## config.mk

```make
export PLATFORM = sky130hd
export DESIGN_NAME = sdr_init_refresh_ctrl_flat
export DESIGN_NICKNAME = d
export VERILOG_FILES = /design/src/rtl/sdr_init_refresh_ctrl_if.sv /design/src/rtl/sdr_init_refresh_ctrl.sv /design/src/flat_wrapper.sv
export SDC_FILE = /design/constraint.sdc
export NUM_CORES = 1
export LEC_CHECK = 0
export ABC_AREA = 0
export CAP_MARGIN = 10
export CELL_PAD_IN_SITES_DETAIL_PLACEMENT = 0
export CELL_PAD_IN_SITES_GLOBAL_PLACEMENT = 1
export CORE_ASPECT_RATIO = 0.9
export CORE_MARGIN = 5
export CORE_UTILIZATION = 40
export CTS_CLUSTER_DIAMETER = 50
export DETAILED_ROUTE_END_ITERATION = 16
export PLACE_DENSITY = 0.85
export SETUP_SLACK_MARGIN = 0.3
export SYNTH_ARGS = -nofsm -noshare
export SYNTH_HDL_FRONTEND = slang
export SYNTH_SLANG_ARGS = --single-unit
```

## constraint.sdc

```tcl
create_clock -name sdram_clk -period 3.75 [get_ports sdram_clk]
set_input_delay 0.5625 -clock sdram_clk [delete_from_list [all_inputs] [get_ports sdram_clk]]
set_output_delay 0.5625 -clock sdram_clk [all_outputs]
set_load 0.005 [all_outputs]
```

## src/rtl/sdr_init_refresh_ctrl_if.sv

```systemverilog
// SDRAM command bus plus refresh handshake between the init/refresh block
// (master) and the main transfer controller / SDRAM side (slave).
// Optional macro SDR_EXT_MODE_EN adds the extended mode register value.
interface sdr_init_refresh_ctrl_if #(
  parameter int unsigned ADDR_W = 13,
  parameter int unsigned BA_W   = 2
);
  logic [ADDR_W-1:0] cfg_mode_reg;
`ifdef SDR_EXT_MODE_EN
  logic [ADDR_W-1:0] cfg_ext_mode_reg;
`endif
  logic              ref_gnt;
  logic              sdr_cke;
  logic              sdr_cs_n;
  logic              sdr_ras_n;
  logic              sdr_cas_n;
  logic              sdr_we_n;
  logic [ADDR_W-1:0] sdr_addr;
  logic [BA_W-1:0]   sdr_ba;
  logic              cmd_own;
  logic              init_done;
  logic              ref_req;
  logic              ref_ovf;

  modport master (
`ifdef SDR_EXT_MODE_EN
    input  cfg_ext_mode_reg,
`endif
    input  cfg_mode_reg,
    input  ref_gnt,
    output sdr_cke, sdr_cs_n, sdr_ras_n, sdr_cas_n, sdr_we_n,
    output sdr_addr, sdr_ba,
    output cmd_own, init_done, ref_req, ref_ovf
  );

  modport slave (
`ifdef SDR_EXT_MODE_EN
    output cfg_ext_mode_reg,
`endif
    output cfg_mode_reg,
    output ref_gnt,
    input  sdr_cke, sdr_cs_n, sdr_ras_n, sdr_cas_n, sdr_we_n,
    input  sdr_addr, sdr_ba,
    input  cmd_own, init_done, ref_req, ref_ovf
  );
endinterface

```

## src/rtl/sdr_init_refresh_ctrl.sv

```systemverilog
// SDRAM power-up initialization sequencer and periodic auto-refresh scheduler.
// Owns the command bus until init completes, then requests the bus for refresh.
// Optional macro SDR_EXT_MODE_EN inserts an EMRS (ba=2'b10) after the MRS.
module sdr_init_refresh_ctrl #(
  parameter int unsigned INIT_WAIT    = 600,
  parameter int unsigned T_RP         = 2,
  parameter int unsigned T_RFC        = 7,
  parameter int unsigned T_MRD        = 2,
  parameter int unsigned REF_INIT_CNT = 2,
  parameter int unsigned REF_INTERVAL = 780,
  parameter int unsigned ADDR_W       = 13,
  parameter int unsigned BA_W         = 2
) (
  input logic                     sdram_clk,
  input logic                     sdram_reset,
  sdr_init_refresh_ctrl_if.master bus
);

  localparam int unsigned M1      = (T_RP > T_RFC) ? T_RP : T_RFC;
  localparam int unsigned M2      = (M1 > T_MRD) ? M1 : T_MRD;
  localparam int unsigned CNT_MAX = (M2 > INIT_WAIT) ? M2 : INIT_WAIT;
  localparam int unsigned CNT_W   = $clog2(CNT_MAX + 1);
  localparam int unsigned TMR_W   = $clog2(REF_INTERVAL + 1);
  localparam int unsigned AREF_W  = $clog2(REF_INIT_CNT + 1);

  localparam logic [2:0] CMD_NOP  = 3'b111;
  localparam logic [2:0] CMD_PRE  = 3'b010;
  localparam logic [2:0] CMD_AREF = 3'b001;
  localparam logic [2:0] CMD_MRS  = 3'b000;

  typedef enum logic [3:0] {
    S_WAIT_PWR, S_PRE, S_WAIT_RP, S_AREF, S_WAIT_RFC,
    S_MRS, S_WAIT_MRD, S_EMRS, S_WAIT_EMRD, S_IDLE
  } state_t;

  state_t              state, state_n;
  logic [CNT_W-1:0]    cnt, cnt_n;
  logic [AREF_W-1:0]   aref_cnt, aref_cnt_n;
  logic [TMR_W-1:0]    timer, timer_n;
  logic [2:0]          pend, pend_n;
  logic                wrap, grant;
  logic                ovf_n, done_n, req_n, own_n;
  logic [2:0]          cmd_n;
  logic [ADDR_W-1:0]   addr_n;
  logic [BA_W-1:0]     ba_n;

  // State, counters and registered command-bus outputs
  always_ff @(posedge sdram_clk or posedge sdram_reset) begin
    if (sdram_reset) begin
      state         <= S_WAIT_PWR;
      cnt           <= '0;
      aref_cnt      <= '0;
      timer         <= '0;
      pend          <= '0;
      bus.sdr_cke   <= 1'b0;
      bus.sdr_cs_n  <= 1'b0;
      bus.sdr_ras_n <= 1'b1;
      bus.sdr_cas_n <= 1'b1;
      bus.sdr_we_n  <= 1'b1;
      bus.sdr_addr  <= '0;
      bus.sdr_ba    <= '0;
      bus.cmd_own   <= 1'b1;
      bus.init_done <= 1'b0;
      bus.ref_req   <= 1'b0;
      bus.ref_ovf   <= 1'b0;
    end else begin
      state         <= state_n;
      cnt           <= cnt_n;
      aref_cnt      <= aref_cnt_n;
      timer         <= timer_n;
      pend          <= pend_n;
      bus.sdr_cke   <= 1'b1;
      bus.sdr_cs_n  <= 1'b0;
      {bus.sdr_ras_n, bus.sdr_cas_n, bus.sdr_we_n} <= cmd_n;
      bus.sdr_addr  <= addr_n;
      bus.sdr_ba    <= ba_n;
      bus.cmd_own   <= own_n;
      bus.init_done <= done_n;
      bus.ref_req   <= req_n;
      bus.ref_ovf   <= ovf_n;
    end
  end

  // Next state, refresh bookkeeping and decode of the command for the next cycle
  always_comb begin
    state_n    = state;
    cnt_n      = cnt;
    aref_cnt_n = aref_cnt;
    cmd_n      = CMD_NOP;
    addr_n     = '0;
    ba_n       = '0;

    // ref_req is only ever high in IDLE, so it doubles as the IDLE qualifier
    grant = bus.ref_req & bus.ref_gnt;
    wrap  = bus.init_done && (timer == TMR_W'(REF_INTERVAL - 1));

    case (state)
      S_WAIT_PWR: begin
        if (cnt == CNT_W'(INIT_WAIT)) begin
          state_n = S_PRE;
          cnt_n   = '0;
        end else begin
          cnt_n = cnt + CNT_W'(1);
        end
      end
      S_PRE: state_n = S_WAIT_RP;
      S_WAIT_RP: begin
        if (cnt == CNT_W'(T_RP - 1)) begin
          state_n = S_AREF;
          cnt_n   = '0;
        end else begin
          cnt_n = cnt + CNT_W'(1);
        end
      end
      S_AREF: state_n = S_WAIT_RFC;
      S_WAIT_RFC: begin
        if (cnt == CNT_W'(T_RFC - 1)) begin
          cnt_n = '0;
          if (bus.init_done) begin
            state_n = S_IDLE;
          end else if (aref_cnt == AREF_W'(REF_INIT_CNT - 1)) begin
            state_n    = S_MRS;
            aref_cnt_n = '0;
          end else begin
            state_n    = S_AREF;
            aref_cnt_n = aref_cnt + AREF_W'(1);
          end
        end else begin
          cnt_n = cnt + CNT_W'(1);
        end
      end
      S_MRS: state_n = S_WAIT_MRD;
      S_WAIT_MRD: begin
        if (cnt == CNT_W'(T_MRD - 1)) begin
          cnt_n = '0;
`ifdef SDR_EXT_MODE_EN
          state_n = S_EMRS;
`else
          state_n = S_IDLE;
`endif
        end else begin
          cnt_n = cnt + CNT_W'(1);
        end
      end
`ifdef SDR_EXT_MODE_EN
      S_EMRS: state_n = S_WAIT_EMRD;
      S_WAIT_EMRD: begin
        if (cnt == CNT_W'(T_MRD - 1)) begin
          cnt_n   = '0;
          state_n = S_IDLE;
        end else begin
          cnt_n = cnt + CNT_W'(1);
        end
      end
`endif
      S_IDLE: if (grant) state_n = S_AREF;
      default: state_n = S_WAIT_PWR;
    endcase

    // Refresh interval timer runs from the first IDLE cycle onwards
    timer_n = (!bus.init_done || wrap) ? '0 : timer + TMR_W'(1);

    pend_n = pend;
    if (wrap && !grant) begin
      if (pend != 3'd7) pend_n = pend + 3'd1;
    end else if (grant && !wrap) begin
      pend_n = pend - 3'd1;
    end
    ovf_n = bus.ref_ovf | (wrap && (pend == 3'd7));

    done_n = bus.init_done | (state_n == S_IDLE);
    own_n  = (state_n != S_IDLE);
    req_n  = (pend_n != 3'd0) && (state_n == S_IDLE);

    case (state_n)
      S_PRE: begin
        cmd_n      = CMD_PRE;
        addr_n[10] = 1'b1;
      end
      S_AREF: cmd_n = CMD_AREF;
      S_MRS: begin
        cmd_n  = CMD_MRS;
        addr_n = bus.cfg_mode_reg;
      end
`ifdef SDR_EXT_MODE_EN
      S_EMRS: begin
        cmd_n  = CMD_MRS;
        addr_n = bus.cfg_ext_mode_reg;
        ba_n   = BA_W'(2);
      end
`endif
      default: cmd_n = CMD_NOP;
    endcase
  end

endmodule

```

## src/flat_wrapper.sv

```systemverilog
// flat-port wrapper written by rule: the top's interface ports become plain ports
module sdr_init_refresh_ctrl_flat 
#(
  parameter int unsigned INIT_WAIT    = 600,
  parameter int unsigned T_RP         = 2,
  parameter int unsigned T_RFC        = 7,
  parameter int unsigned T_MRD        = 2,
  parameter int unsigned REF_INIT_CNT = 2,
  parameter int unsigned REF_INTERVAL = 780,
  parameter int unsigned ADDR_W       = 13,
  parameter int unsigned BA_W         = 2
)
  (sdram_clk, sdram_reset, bus_cfg_mode_reg, bus_ref_gnt, bus_sdr_cke, bus_sdr_cs_n, bus_sdr_ras_n, bus_sdr_cas_n, bus_sdr_we_n, bus_sdr_addr, bus_sdr_ba, bus_cmd_own, bus_init_done, bus_ref_req, bus_ref_ovf);
  sdr_init_refresh_ctrl_if #(.ADDR_W(ADDR_W), .BA_W(BA_W)) bus_i ();
  input logic sdram_clk;
  input logic sdram_reset;
  input wire logic [$bits(bus_i.cfg_mode_reg)-1:0] bus_cfg_mode_reg;
  input wire logic [$bits(bus_i.ref_gnt)-1:0] bus_ref_gnt;
  output wire logic [$bits(bus_i.sdr_cke)-1:0] bus_sdr_cke;
  output wire logic [$bits(bus_i.sdr_cs_n)-1:0] bus_sdr_cs_n;
  output wire logic [$bits(bus_i.sdr_ras_n)-1:0] bus_sdr_ras_n;
  output wire logic [$bits(bus_i.sdr_cas_n)-1:0] bus_sdr_cas_n;
  output wire logic [$bits(bus_i.sdr_we_n)-1:0] bus_sdr_we_n;
  output wire logic [$bits(bus_i.sdr_addr)-1:0] bus_sdr_addr;
  output wire logic [$bits(bus_i.sdr_ba)-1:0] bus_sdr_ba;
  output wire logic [$bits(bus_i.cmd_own)-1:0] bus_cmd_own;
  output wire logic [$bits(bus_i.init_done)-1:0] bus_init_done;
  output wire logic [$bits(bus_i.ref_req)-1:0] bus_ref_req;
  output wire logic [$bits(bus_i.ref_ovf)-1:0] bus_ref_ovf;
  assign bus_i.cfg_mode_reg = bus_cfg_mode_reg;
  assign bus_i.ref_gnt = bus_ref_gnt;
  assign bus_sdr_cke = bus_i.sdr_cke;
  assign bus_sdr_cs_n = bus_i.sdr_cs_n;
  assign bus_sdr_ras_n = bus_i.sdr_ras_n;
  assign bus_sdr_cas_n = bus_i.sdr_cas_n;
  assign bus_sdr_we_n = bus_i.sdr_we_n;
  assign bus_sdr_addr = bus_i.sdr_addr;
  assign bus_sdr_ba = bus_i.sdr_ba;
  assign bus_cmd_own = bus_i.cmd_own;
  assign bus_init_done = bus_i.init_done;
  assign bus_ref_req = bus_i.ref_req;
  assign bus_ref_ovf = bus_i.ref_ovf;
  sdr_init_refresh_ctrl #(.INIT_WAIT(INIT_WAIT), .T_RP(T_RP), .T_RFC(T_RFC), .T_MRD(T_MRD), .REF_INIT_CNT(REF_INIT_CNT), .REF_INTERVAL(REF_INTERVAL), .ADDR_W(ADDR_W), .BA_W(BA_W)) u_core (.sdram_clk(sdram_clk), .sdram_reset(sdram_reset), .bus(bus_i));
endmodule
```

## Yosys cells after proc, flatten, opt, wreduce, memory -nomap -nowiden

Cells that the tools add are included.

- Add/sub/neg operators: 5
- Multipliers: 0
- Div/mod/pow operators: 0
- $lt $le $gt $ge: 0
- Eq/ne operators: 19
- Shift-type cells: 0
- Mux-type cells: 21
- Bitwise gates (word level): 4
- Reductions and logical operators: 14

Operator list:

| operator | number |
|---|---|
| two-way mux 10 bit | 5 |
| one-hot mux 4 bit (8 select lines) | 1 |
| one-hot mux 10 bit (3 select lines) | 1 |
| two-way mux 4 bit | 6 |
| adder 10 x 1 -> 10 bit, second input constant | 2 |
| == test 10 bit, second input constant | 2 |
| == test 4 x 3 -> 1 bit, second input constant | 4 |
| == test 4 x 2 -> 1 bit, second input constant | 3 |
| two-way mux 3 bit | 4 |
| == test 10 x 1 -> 1 bit, second input constant | 1 |
| == test 10 x 3 -> 1 bit, second input constant | 1 |
| one-hot mux 3 bit (3 select lines) | 1 |
| == test 4 x 1 -> 1 bit, second input constant | 2 |
| == test 4 bit, second input constant | 2 |
| nonzero test 3 bit | 2 |
| logical AND 1 bit | 5 |
| logical NOT 4 bit | 1 |
| two-way mux 2 bit | 2 |
| inequality test 4 bit, second input constant | 1 |
| adder 3 x 1 -> 3 bit, second input constant | 1 |
| == test 3 bit, second input constant | 1 |
| logical NOT 1 bit | 3 |
| inequality test 3 bit, second input constant | 1 |
| AND reduction 3 bit | 1 |
| 9 further kinds | 10 |

- Bits in registers: 50
- Bits in latches: 0
- Memory bits (writable): 0
- Memory bits (read-only): 0
- Bits of input ports: 16
- Output and inout bits: 24
- Logic and storage cells: 77
- Memories kept: 0

## Depth between registers and ports, before layout

Gate-level depths: netlist (run 1).

- Depth after elaboration: 8
- Mapped depth: 8
- Gate-level depth less buffers: 7

## Worst setup path before layout (run 1)

Ideal clock, no wire load.

- Path kind: reg-to-reg
- From: reg u_core.cnt[0]
- To: reg u_core.bus.sdr_addr[11]
- Library setup time: 0.063 ns
- Arrival time: 1.667 ns
- Data required time: 3.687 ns
- Setup slack: 2.020 ns
- Stages on the path, launching flop included: 9
- Buffers on the path: 1
- Clock period less this slack: 1.730 ns
- Path through: dfrtp_1 > inv_1 > ha_1 > nand4b_1 > nor3_1 > a31oi_1 > nor3b_2 > buf_6 > and2_4

- Word-level cells in the longest chain between the ends: 5
- Elaborated cells on any way between the ends: 10
- Classes of those cells: 4 x eq/ne; 6 x mux

RTL lines:

| element | line | text |
|---|---|---|
| from (decl) | sdr_init_refresh_ctrl.sv:37 | `logic [CNT_W-1:0] cnt, cnt_n;` |
| from (signal assigned) | sdr_init_refresh_ctrl.sv:68 | `cnt <= cnt_n;` |
| == test 10 x 1 -> 1 bit (tied with other cells) | sdr_init_refresh_ctrl.sv:108, sdr_init_refresh_ctrl.sv:134 |  |
| two-way mux 4 bit (on tied branches) | -- |  |
| one-hot mux 4 bit (8 select lines) * | sdr_init_refresh_ctrl.sv:97 | `case (state)` |
| == test 4 x 3 -> 1 bit * | sdr_init_refresh_ctrl.sv:175 | `case (state_n)` |
| two-way mux 2 bit * | sdr_init_refresh_ctrl.sv:175 |  |
| via u_core.addr_n[11] | sdr_init_refresh_ctrl.sv:44 | `logic [ADDR_W-1:0] addr_n;` |
| to (signal assigned) | sdr_init_refresh_ctrl.sv:75 | `bus.sdr_addr <= addr_n;` |
| to (decl) | sdr_init_refresh_ctrl_if.sv:32 | `output sdr_addr, sdr_ba,` |

Mark *: on every way through the listed nets, which the timed path passes. The rest lies on a longest branch.
A chain may end at the register's enable or synchronous reset.

## Final worst setup path (run 1)

- From: reg u_core.cnt[0]
- To: reg u_core.bus.sdr_addr[3]

- Word-level cells in the longest chain between the ends: 5
- Elaborated cells on any way between the ends: 10
- Classes of those cells: 4 x eq/ne; 6 x mux

RTL lines:

| element | line |
|---|---|
| == test 10 x 1 -> 1 bit (tied with other cells) | sdr_init_refresh_ctrl.sv:108, sdr_init_refresh_ctrl.sv:134 |
| two-way mux 4 bit (on tied branches) | -- |
| one-hot mux 4 bit (8 select lines) * | sdr_init_refresh_ctrl.sv:97 |
| == test 4 x 3 -> 1 bit * | sdr_init_refresh_ctrl.sv:175 |
| two-way mux 10 bit * | sdr_init_refresh_ctrl.sv:175 |
| via u_core.addr_n[3] | sdr_init_refresh_ctrl.sv:44 |

Marked as above.

==> flow_summary.toml, run 1 <==
[layout]
drive_above_1_share_pct = 11.9
area_growth_pct = 21.0
num_antenna_cells = 0
fin_nets = 290
final_core_util_pct = 49.0

[sta]
finalHoldViolations = 0
period_share_pct = 61.2
clock_skew_ps = 6.01
period_needed_ps = 2300
maxSlewHeadroom_pct = 33.8
tightest_slew_ps = 992
rsz0062_at_grt = "no"
clock.fmax_mhz = 436
setup_violations = 0
timing_max_transition_violations_final = 0
setup_tns_ps = 0

[run_status]
status = "finished, final reports clean"

[power]
powerDensity_nw_per_um2 = 320
leakagePower_nw = 1.30
peakVddDrop_v = 0.000123

[setup_path]
cp_max_fo = 14
critical_path_arrival_ps = 2540
cp-end-kind = "flop"
critPathKind = "flop to flop"
cp-start-kind = "flop"
required_ps = 3990

[routing]
ant_nets = 0
drt_iter0_drc = 129
wl_um = 4670
drt_pass1_iterations = 4
routedWlPerCell_um = 13.7
viasPerCell = 5.06
vias = 1722
drcViolationCount = 0

[global_routing]
grt_use_total_pct = 12.5
grt_pass1_vias = 1656
grt_max_degree = 51
grt-ovfl-total = 0
grt_pass1_wl_um = 7810
antenna_found_initial = 0

[logic_synthesis]
avgSynthCellArea_sq_um = 10.6
ys_seq_area_share_pct = 51.3
ys_ff_latch = 50
netlist_area_sq_um = 2450
yosysWarnings = 0
synth.distinct_cells = 53
ys_async_sr_fraction_pct = 100
synth_edf_count = 0
synthCells = 230
ys.flop_type = "dfrtp_1"

[clock_network]
cts_made_buffers = 5
clock-root-buffer = "clkbuf_8"
path_clk_slew_ps = 90
cts_max_path_buffers = 2
cts_tree = "built"
cts_htree_levels = 2
clock_latency_ps = 300
post_cts_resized = 0
cts.sinks = 50
cts_setup_buffers = 0
postCtsHoldBufs = 0

[place]
gp_congestion = 0.784
hpwl_um = 3330
port_buffers = 36

[hold_path]
hold_class = "flop to flop"

[flow_run]
maxCapViolCount = 0

[floorplanning]
pin_count = 40
rows = 27
die_area_sq_um = 7780
start_util_pct = 40.5
core_area_sq_um = 6050
die_w_um = 92.5
fp.dieH_um = 84.2
-- cell usage in the layout (no fill, tap or decap), drive strengths merged, types with 7 or more instances in the layout --
cell type / instances
dfrtp: 46
clkdlybuf4s50: 36
nor2: 19
nand2: 17
and2: 15
a21oi: 10
nand3: 10
xnor2: 9
o21ai: 9
inv: 8
xor2: 7
ha: 7
nor3: 7
-- synth_stat cells (2+ instances only) --
cell type / count / area share [%]
nand2b_1: 4 / 1.0
xor2_1: 7 / 2.5
xnor2_1: 9 / 3.2
nand3b_1: 2 / 0.61
nand3_1: 10 / 2.0
buf_4: 5 / 1.5
a21o_1: 2 / 0.61
nand4_1: 3 / 0.77
a21boi_0: 2 / 0.61
dfrtp_1: 46 / 47
conb_1: 2 / 0.31
o22ai_1: 2 / 0.51
mux2i_1: 3 / 1.2
clkbuf_1: 2 / 0.31
nor3_1: 6 / 1.2
nor2_1: 19 / 2.9
a31o_2: 2 / 0.72
o21ai_0: 8 / 1.6
dfstp_2: 4 / 4.3
inv_1: 8 / 1.2
and3_1: 5 / 1.3
a21oi_1: 10 / 2.0
nand2_1: 16 / 2.5
ha_1: 7 / 3.6
and2_1: 6 / 1.5
nor2b_1: 3 / 0.77
nand4b_1: 2 / 0.72
and4_1: 2 / 0.72
and2_4: 9 / 3.2
-- layer usage --
layer	track usage, %	vias to the layer above	share of wire (%)	routed length [um]
met5	0	-	0	0
met4	4.86	0	1.2	58
met3	3.14	4	5.8	271
met2	18.3	50	43	2010
met1	17.7	807	50	2330
li1	-	861	-	-
-- power by group --
part / switching [mW] / internal, mW / total, mW
registers: 0.00121 / 0.541 / 0.542
clock network: 0.172 / 0.196 / 0.368
logic: 0.0187 / 0.0197 / 0.0384
total: 0.192 / 0.757 / 0.948
-- sequential cells by signal (all words and copies together) (netlist names), 2 cells and up --
signal	cells
u_core.timer	10
u_core.cnt	10
u_core.bus.sdr_addr	13
u_core.pend	3
u_core.state	4
u_core.aref_cnt	2
-- logic make-up after synthesis --
kind of cell | synth area share, %
and+or+nand+nor | 23.4
DFF | 51.3
AOI/OAI and AO/OA | 10.2
buffers and inverters | 3.73
xor gates and xnor gates | 5.73
adders and majority gates | 3.58
muxes | 1.69
other | 0.307
-- path summary, 6_finish.rpt --
check | startpoint | endpoint | slack, ps | depth (start not counted)
max | u_core.cnt[0] | u_core.bus.sdr_addr[3] | 1450 | 7
min | u_core.bus.ref_ovf | u_core.bus.ref_ovf | 470 | 1
max reg2reg | u_core.cnt[0] | u_core.bus.sdr_addr[3] | 1450 | 7
min reg2reg | u_core.bus.ref_ovf | u_core.bus.ref_ovf | 470 | 1
max in group asynchronous | sdram_reset | u_core.state[0] | 2320 | 2
min in group asynchronous | sdram_reset | u_core.bus.sdr_addr[12] | 810 | 2
-- stage by stage --
stage                     hold slack [ps]  cells  worst slack, ps  area, sq um  total power [mW]
after global placement                452    332             1310         2850             0.592
after floorplan                       448    232             1990         2450             0.572
after global routing                  495    340             1200         2960             0.981
after detailed placement              454    332             1220         2850             0.591
final                                 471    340             1450         2960             0.948
after CTS                             474    340             1400         2960             0.959
-- cell type report --
class,count,area (sq um)
fillers,560,3090
multi-input cells,165,1110
clock inverters,3,40.0
repair buffers,37,368
clock buffers,5,68.8
flip-flops and latches,50,1260
inverters,8,30.0
well taps,72,90.1
-- worst max-delay path, cell delays in order (launching register included) --
cell and delay (ps):
dfrtp_1 410, inv_1 100, ha_1 240, nand4b_1 190, nor3_1 70, a31oi_1 270
nor3b_2 690, and2_4 260
Power figures use the tool's default switching activity.
==> run 2, diff against run 1 <==
==> constraint.sdc (replaced) <==
create_clock -name sdram_clk -period 2.15 [get_ports sdram_clk]
set_input_delay 0.3225 -clock sdram_clk [delete_from_list [all_inputs] [get_ports sdram_clk]]
set_output_delay 0.3225 -clock sdram_clk [all_outputs]
set_load 0.005 [all_outputs]
==> run 2 against run 1 <==
  * Final cell count is 5.0% higher
  * Worst setup slack got worse by 1100 ps
  * Sequential share of layout area decreased by 2.5 points
  * Cell area up 6.7%
  * Largest cell class unchanged
  * Count of clock-buffer cells in the layout did not move
==> flow_summary.toml, run 2 (synthesis gave the netlist of run 1 again) <==
[clock_network]
cts_max_path_buffers = 2
path_clk_slew_ps = 90
clock-root-buffer = "clkbuf_8"
postCtsHoldBufs = 0
cts_tree = "built"
cts.sinks = 50
clock_latency_ps = 300
cts_made_buffers = 5
cts_htree_levels = 2

[floorplanning]
core_area_sq_um = 6050
die_area_sq_um = 7780
pin_count = 40
start_util_pct = 40.5
die_w_um = 92.5
fp.dieH_um = 84.2
rows = 27

[routing]
vias = 1796
drt_iter0_drc = 112
routedWlPerCell_um = 13.9
viasPerCell = 5.03
wl_um = 4970
drt_pass1_iterations = 6
drcViolationCount = 0
ant_nets = 0

[layout]
layout_commonest_cell = "dfrtp_1"
nFillCells = 538
fin_nets = 307
area_growth_pct = 29.0
top_register = "u_core.bus.sdr_addr"
final_cell_area_sq_um = 3160
largest_reg_flops = 13
num_antenna_cells = 0
reg_top3 = "u_core.bus.sdr_addr x13, u_core.cnt x10, u_core.timer x10"
drive_above_1_share_pct = 22.8
most-common-layout-cells = "dfrtp_1, clkdlybuf4s50_1, nor2_1"

[setup_path]
cp-end-kind = "flop"
critPathKind = "flop to flop"
critical_path_arrival_ps = 2050
critPathTopFamily = "compound AO/OA/AOI/OAI gates"
path_cells = "inv_1, ha_2, nand4b_1, o21ai_1, a32oi_2, buf_4, a31o_2, nor2b_1"
cp-start-kind = "flop"
cp_slowest_cell = "dfrtp_1"
required_ps = 2380
cp_slowest_stage_delay_ps = 390
cp_num_buf_inv = 2
cp_max_fo = 3

[sta]
rsz0062_at_grt = "yes"
whs_ps = 329
period_share_pct = 84.6
period_needed_ps = 1820
timing_max_transition_violations_final = 0
setup_tns_ps = 0
finalHoldViolations = 0
clock_skew_ps = 6.55
clock.fmax_mhz = 550
setup_violations = 0

[hold_path]
hold_class = "primary input to async pin"

[power]
peakVddDrop_v = 0.000238
leakagePower_nw = 1.38
powerDensity_nw_per_um2 = 493

[place]
gp_congestion = 0.871
port_buffers = 36
place_area_sq_um = 2920
hpwl_um = 3420

[run_status]
status = "finished, final reports clean"

[flow_run]
maxCapViolCount = 0

[global_routing]
grt_pass1_wl_um = 8200
antenna_found_initial = 0
grt_max_degree = 33
grt_pass1_vias = 1734
grt_use_total_pct = 13.0
grt-ovfl-total = 0
## run 2: cell count changes in the layout (fill, tap and decap cells not counted), moves of 2 or more
cell | before | now
buf_4 | 1 | 16
nor3_1 | 6 | 4
nor3_2 | 1 | 3
dfrtp_1 | 46 | 43
dfrtp_2 | 0 | 3
## run 2: what timing repair did
action,CTS,global route
resized for setup,5,15
setup endpoints to repair,14,26
pin swaps,3,3
buffers inserted,6,3
## run 2: power breakdown
group	internal, mW	total [mW]	leakage, nW	switching (mW)
registers	0.943	0.945	0.640	0.00222
clock network	0.229	0.540	0.0441	0.311
logic	0.0379	0.0708	0.699	0.0329
total	1.21	1.56	1.38	0.346
## run 2: metrics by stage
stage	worst slack, ps	util (%)	power, mW	cells
global placement	240	48.4	1.04	340
finish	330	52.2	1.56	357
global route	228	52.2	1.64	357
detailed placement	219	48.4	1.04	340
floorplan	420	-	0.997	232
CTS	316	50.8	1.58	354
## run 2: final cells by class
cell class | count | area (sq um) | share of cell area (%)
flip-flops and latches | 50 | 1260 | 39.9
multi-input cells | 165 | 1180 | 37.2
repair buffers | 54 | 512 | 16.2
well taps | 72 | 90.1 | 2.85
clock buffers | 5 | 68.8 | 2.18
inverters | 8 | 30.0 | 0.951
clock inverters | 3 | 21.3 | 0.674
## run 2: path summary, 6_finish.rpt
| kind | cells past startpoint | from | slack (ps) | end |
|---|---|---|---|---|
| max in group asynchronous | 3 | sdram_reset | 1250 | u_core.bus.cmd_own |
| min in group sdram_clk | 1 | u_core.timer[0] | 460 | u_core.timer[0] |
| max reg2reg | 8 | u_core.cnt[0] | 330 | u_core.bus.sdr_ras_n |
| min reg2reg | 1 | u_core.timer[0] | 460 | u_core.timer[0] |
| min | 2 | sdram_reset | 330 | u_core.pend[2] |
| max | 8 | u_core.cnt[0] | 330 | u_core.bus.sdr_ras_n |
## run 2: per-layer routing
layer | part of all wire [%] | global-route usage, %
met2 | 45 | 18.6
met1 | 49 | 18.7
met5 | 0 | 0
met4 | 1.8 | 5.67
met3 | 5.0 | 3.05
==> run 3, diff against run 2 <==
--- a/config.mk
+++ b/config.mk
@@ -11,10 +11,10 @@
 export CELL_PAD_IN_SITES_GLOBAL_PLACEMENT = 1
 export CORE_ASPECT_RATIO = 0.9
 export CORE_MARGIN = 5
-export CORE_UTILIZATION = 40
+export CORE_UTILIZATION = 37
 export CTS_CLUSTER_DIAMETER = 50
 export DETAILED_ROUTE_END_ITERATION = 16
-export PLACE_DENSITY = 0.85
+export PLACE_DENSITY = 0.83
 export SETUP_SLACK_MARGIN = 0.3
 export SYNTH_ARGS = -nofsm -noshare
 export SYNTH_HDL_FRONTEND = slang
==> constraint.sdc (replaced) <==
create_clock -name sdram_clk -period 1.65 [get_ports sdram_clk]
set_input_delay 0.2475 -clock sdram_clk [delete_from_list [all_inputs] [get_ports sdram_clk]]
set_output_delay 0.2475 -clock sdram_clk [all_outputs]
set_load 0.005 [all_outputs]
==> run 3 against run 2 <==
  * The flow now finishes with violations (setup timing)
  * Critical path depth down 2
  * Sequential share of layout area decreased by 8.1 points
  * Final cell count rose by 20%
  * Highest routed layer unchanged
==> flow_summary.toml, run 3 (synthesis gave the netlist of run 1 again) <==
[layout]
fin_nets = 362
largest_reg_flops = 13
drive_above_1_share_pct = 43.5
num_antenna_cells = 0
reg_top3 = "u_core.bus.sdr_addr x13, u_core.cnt x10, u_core.timer x10"
area_growth_pct = 61.8
most-common-layout-cells = "buf_4, dfrtp_1, buf_6"
final_cell_count_no_fill = 430
top_register = "u_core.bus.sdr_addr"
layout_commonest_cell = "buf_4"

[place]
dp_cells = 396
gp_congestion = 0.783
hpwl_um = 3980
port_buffers = 36

[floorplanning]
die_w_um = 95.7
rows = 28
pin_count = 40
core_area_sq_um = 6520
die_area_sq_um = 8340
start_util_pct = 37.6
fp.dieH_um = 87.2

[routing]
viasPerCell = 4.82
wl_um = 6310
drt_pass1_iterations = 4
ant_nets = 0
drt_iter0_drc = 47
routedWlPerCell_um = 14.7
vias = 2073
drcViolationCount = 0

[sta]
rsz0062_at_grt = "yes"
timing_max_transition_violations_final = 0
setup_tns_ps = -3100
setup_slack_ps = -143
period_share_pct = 109
setup_violations = 32
period_needed_ps = 1790
clock.fmax_mhz = 558
whs_ps = 348
clock_skew_ps = 9.46
finalHoldViolations = 0

[run_status]
violations = "setup timing"
status = "finished with violations"

[setup_path]
r2r_start = "u_core.cnt[6]"
critPathKind = "flop to flop"
cp-start-kind = "flop"
required_ps = 1850
cp-end-kind = "flop"
r2r_slack_ps = -140
reg2reg_depth = 6
cp_max_fo = 7
critical_path_arrival_ps = 1990
timing.rr.end = "u_core.bus.sdr_addr[12]"

[power]
powerDensity_nw_per_um2 = 600
switching_share_pct = 20.0
cell_internal_pwr_mw = 1.90
combPwrFrac_pct = 5.0
leakagePower_nw = 1.81
power_frac_seq_pct = 51.9
power_switching_mw = 0.474
clkPwrFrac_pct = 43.2
fin_total_pwr_mw = 2.37
peakVddDrop_v = 0.000326

[global_routing]
antenna_found_initial = 0
grt_pass1_wl_um = 10100
grt-ovfl-total = 0
grt_pass1_vias = 2128
grt_use_total_pct = 15.7
grt_max_degree = 51

[clock_network]
path_clk_slew_ps = 100
postCtsHoldBufs = 0
clock-root-buffer = "clkbuf_8"
cts.sinks = 50
cts_made_buffers = 5
cts_tree = "built"
clock_latency_ps = 310
cts_max_path_buffers = 2
cts_htree_levels = 2

[hold_path]
hold_class = "primary input to async pin"

[flow_run]
maxCapViolCount = 0
[run 3: critical path, cell delays in order, from the launching register on]
cell and delay, ps:
dfrtp_1 430, nor4_4 370, nand2_2 170, o41ai_4 320, nor3b_4 90, buf_4 170, and2_1 130
[run 3: final cells by class]
class / count / area [sq um]
clock buffer: 5 / 68.8
sequential: 50 / 1260
fill: 534 / 2560
timing repair buffer: 108 / 965
clock inverter: 3 / 68.8
inverter: 8 / 33.8
tap: 90 / 113
multi-input combinational: 166 / 1450
[run 3: worst max-delay path by stage]
stage | from | endpoint | slack (ps) | cells past startpoint
2_1_floorplan | u_core.cnt[3] | u_core.bus.sdr_addr[11] | 7 | 6
3_3_place_gp | u_core.cnt[1] | u_core.cnt[0] | -120 | 7
3_5_place_dp | u_core.cnt[1] | u_core.cnt[0] | -140 | 7
4_1_cts | u_core.cnt[9] | u_core.bus.ref_req | -120 | 5
5_1_grt | u_core.cnt[6] | u_core.cnt[1] | -210 | 5
6_report | u_core.cnt[6] | u_core.bus.sdr_addr[12] | -140 | 6
[run 3: stage by stage]
stage / util (%) / cell area (sq um) / worst slack, ps
global placement: 50.9 / 3320 / -121
finish: 60.8 / 3960 / -143
detailed placement: 50.9 / 3320 / -142
global route: 60.8 / 3960 / -214
floorplan: - / 2550 / 6.57
CTS: 58.0 / 3780 / -116
[run 3: power by group through the flow]
stage                     Sequential (mW)  Clock, mW  Combinational (mW)
final                                1.23       1.03               0.118
after global routing                 1.23       1.10               0.130
after CTS                            1.23       1.05               0.112
after detailed placement             1.26          0              0.0998
after global placement               1.26          0              0.0988
after floorplan                      1.26          0              0.0468
[run 3: metal layers]
metal	share of wire, %	track usage (%)	wire [um]
met2	51	25.9	3230
met4	1.7	5.94	110
met5	0	0	0
met1	42	19.6	2660
met3	4.9	4.06	307
[run 3: timing repair]
| item | in CTS | in global routing |
|---|---|---|
| buffers inserted | 20 | 5 |
| resized for setup | 64 | 33 |
| cloned | 1 | 0 |
| endpoints found under the setup margin | 68 | 53 |
| pin swaps | 15 | 21 |
==> patch, RTL diff (config.mk and constraints of run 3) <==
`REF_INIT_CNT` is set to 2 in 2 places; all go to 1.
--- a/src/rtl/sdr_init_refresh_ctrl.sv
+++ b/src/rtl/sdr_init_refresh_ctrl.sv
@@ -7,5 +7,5 @@
   parameter int unsigned T_RFC        = 7,
   parameter int unsigned T_MRD        = 2,
-  parameter int unsigned REF_INIT_CNT = 2,
+  parameter int unsigned REF_INIT_CNT = 1,
   parameter int unsigned REF_INTERVAL = 780,
   parameter int unsigned ADDR_W       = 13,
--- a/src/flat_wrapper.sv
+++ b/src/flat_wrapper.sv
@@ -6,5 +6,5 @@
   parameter int unsigned T_RFC        = 7,
   parameter int unsigned T_MRD        = 2,
-  parameter int unsigned REF_INIT_CNT = 2,
+  parameter int unsigned REF_INIT_CNT = 1,
   parameter int unsigned REF_INTERVAL = 780,
   parameter int unsigned ADDR_W       = 13,
Behaviour: same outputs for any inputs over 10 cycles, from zero or initial values and one cycle with sdram_reset high; that may be too few to reach the edited logic, so the function may still have changed.
==> patch against run 3 <==
The flow still finishes with violations (setup timing). Sequential cell count is 2 lower. Non-clock buffer count is 15 lower. Power is 15% lower. Setup slack worse by 0.25 ns. Fmax is 12% lower. First-iteration DRC count is 83% higher. Wire length is 9.7% lower. Synthesized area is 5.6% lower. Cell area is 9.7% lower. Largest cell class unchanged.
==> patch: results (changes against run 3) <==
stage	metric	value	unit	change
grt	grt_util_all_layers	0.1466		-0.01023
synthesis	synth_seq_area_share	0.5222		+0.008918
worst_setup_path	cp_slowest_cell	or4b_1		
grt	gr-usage-met1	0.1757		-0.02034
clock_tree	clk_pin_slew	0.09	ns	
detailed_routing	drtIter0Drc	86		+83%
pwr	peakVddDrop	574.4	uV	+76%
detailed_routing	dr_wl_met3	223	um	-27%
detailed_routing	detail_route.vias_per_cell	4.921		+2.1%
detailed_routing	wl_met1	2.406	mm	-9.6%
synthesis	ys_top_cells_by_count	44 x dfrtp_1, 24 x nor2_1, 16 x nand2_1, 14 x inv_1		
worst_setup_path	crit_fanout	2		-5
pwr	p_seq	1180	uW	-4%
synthesis	synth_compound_area_frac	0.09263		-0.009617
worst_setup_path	cp.arrival	2.24	ns	+0.25 ns
worst_setup_path	slowest_delay	0.52	ns	+0.09 ns
status	violations	setup timing		
worst_setup_path	cp-startpoint	u_core.timer[5]$_DFF_PP0_		
detailed_routing	routed_wl	5.695	mm	-9.7%
pwr	p_comb_frac	0.048		-0.002
detailed_routing	maxUsedRoutingLayer	met4		
grt	grt_max_degree	49		-3.9%
sta	setup_slack	-0.3972	ns	-0.2540 ns
clock_tree	cts_buffer_depth	2		unchanged
synthesis	synth-xor-area-share	0.05688		-0.0003800
place	hpwl	3.886	mm	-2.4%
synthesis	ys_top_cells_by_area	dfrtp_1 48%, dfstp_2 4.6%, nor2_1 3.9%		
grt	antenna_found_initial	0		unchanged
synthesis	synthAdderAreaFrac	0.03792		+0.002133
pwr	switchingPower	449.7	uW	-5.2%
worst_setup_path	r2r-start	u_core.timer[5]$_DFF_PP0_		
worst_setup_path	endpoint	u_core.bus.ref_req$_DFF_PP0_		
worst_hold_path	hold_class	input port to async pin		
grt	grt_pass1_wl	9.273	mm	-8.5%
worst_setup_path	r2r_cells	5		-1
sta	clock-skew-final	0.006483	ns	-0.002979 ns
sta	final-setup-viol-count	32		unchanged
grt	use_met3	0.03723		-0.003388
clock_tree	cts-root-buf	clkbuf_8		
synthesis	yosysUniqueCellTypes	48		-9.4%
sta	fin_tns_setup	-5.777	ns	-2.673 ns
grt	grt_use_met2	0.2597		+0.0002706
status	outcome	finished, violations left		
pwr	p_leak	0.001702	uW	-6.0%
pwr	pwr-share-seq	0.586		+0.067
grt	grt_pass1_vias	1994		-6.3%
place	place.gp.congestion	0.8140		+4.0%
detailed_routing	wl_met2	3.012	mm	-6.6%
layout	layout-drive-gt1-share	0.3938		-0.04154
layout	nets	342		-5.5%
synthesis	synthMuxAreaShare	0.01842		+0.001547
[patch: through the flow]
stage | worst slack [ns] | cells | instance area [sq um] | hold slack, ns
after floorplan | -0.4077 | 230 | 2419 | 0.2757
after global placement | -0.3876 | 369 | 3139 | 0.4491
after detailed placement | -0.4219 | 369 | 3139 | 0.4551
after CTS | -0.3654 | 387 | 3438 | 0.3597
after global routing | -0.4391 | 392 | 3575 | 0.3763
final | -0.3972 | 392 | 3575 | 0.3470
[patch: timing repair]
| action | 4_1_cts | 5_1_grt |
|---|---|---|
| cloned | 1 | 0 |
| buffers inserted | 9 | 5 |
| setup endpoints to repair | 65 | 49 |
| pin swaps | 18 | 17 |
| resized for setup | 61 | 28 |
[patch: worst min-delay path by stage]
stage                                       startpoint                               end  slack (ns)  depth (start not counted)
after floorplan                            sdram_reset    u_core.bus.init_done$_DFF_PP0_        0.28                          1
after global placement    u_core.bus.ref_ovf$_DFF_PP0_      u_core.bus.ref_ovf$_DFF_PP0_        0.45                          1
after detailed placement  u_core.bus.ref_ovf$_DFF_PP0_      u_core.bus.ref_ovf$_DFF_PP0_        0.46                          1
after CTS                                  sdram_reset      u_core.bus.sdr_cke$_DFF_PP0_        0.36                          3
after global routing                       sdram_reset  u_core.bus.sdr_addr[0]$_DFF_PP0_        0.38                          3
final                                      sdram_reset      u_core.bus.sdr_cke$_DFF_PP0_        0.35                          3
[patch: cell type report]
class                      instances  area [sq um]
clock buffer                       6         82.58
clock inverter                     2         15.01
fill                             517          2506
inverter                          14         58.81
multi-input combinational        157          1269
sequential                        48          1209
tap                               72         90.09
timing repair buffer              93         850.8
[patch: critical path: cells and delay by family (launching register included)]
family           cells  cell delay (ns)
flip-flops           1             0.40
multiplexers         1             0.21
AO/OA/AOI/OAI        1             0.19
XOR/XNOR             1             0.15
AND/OR/NAND/NOR      2             0.99
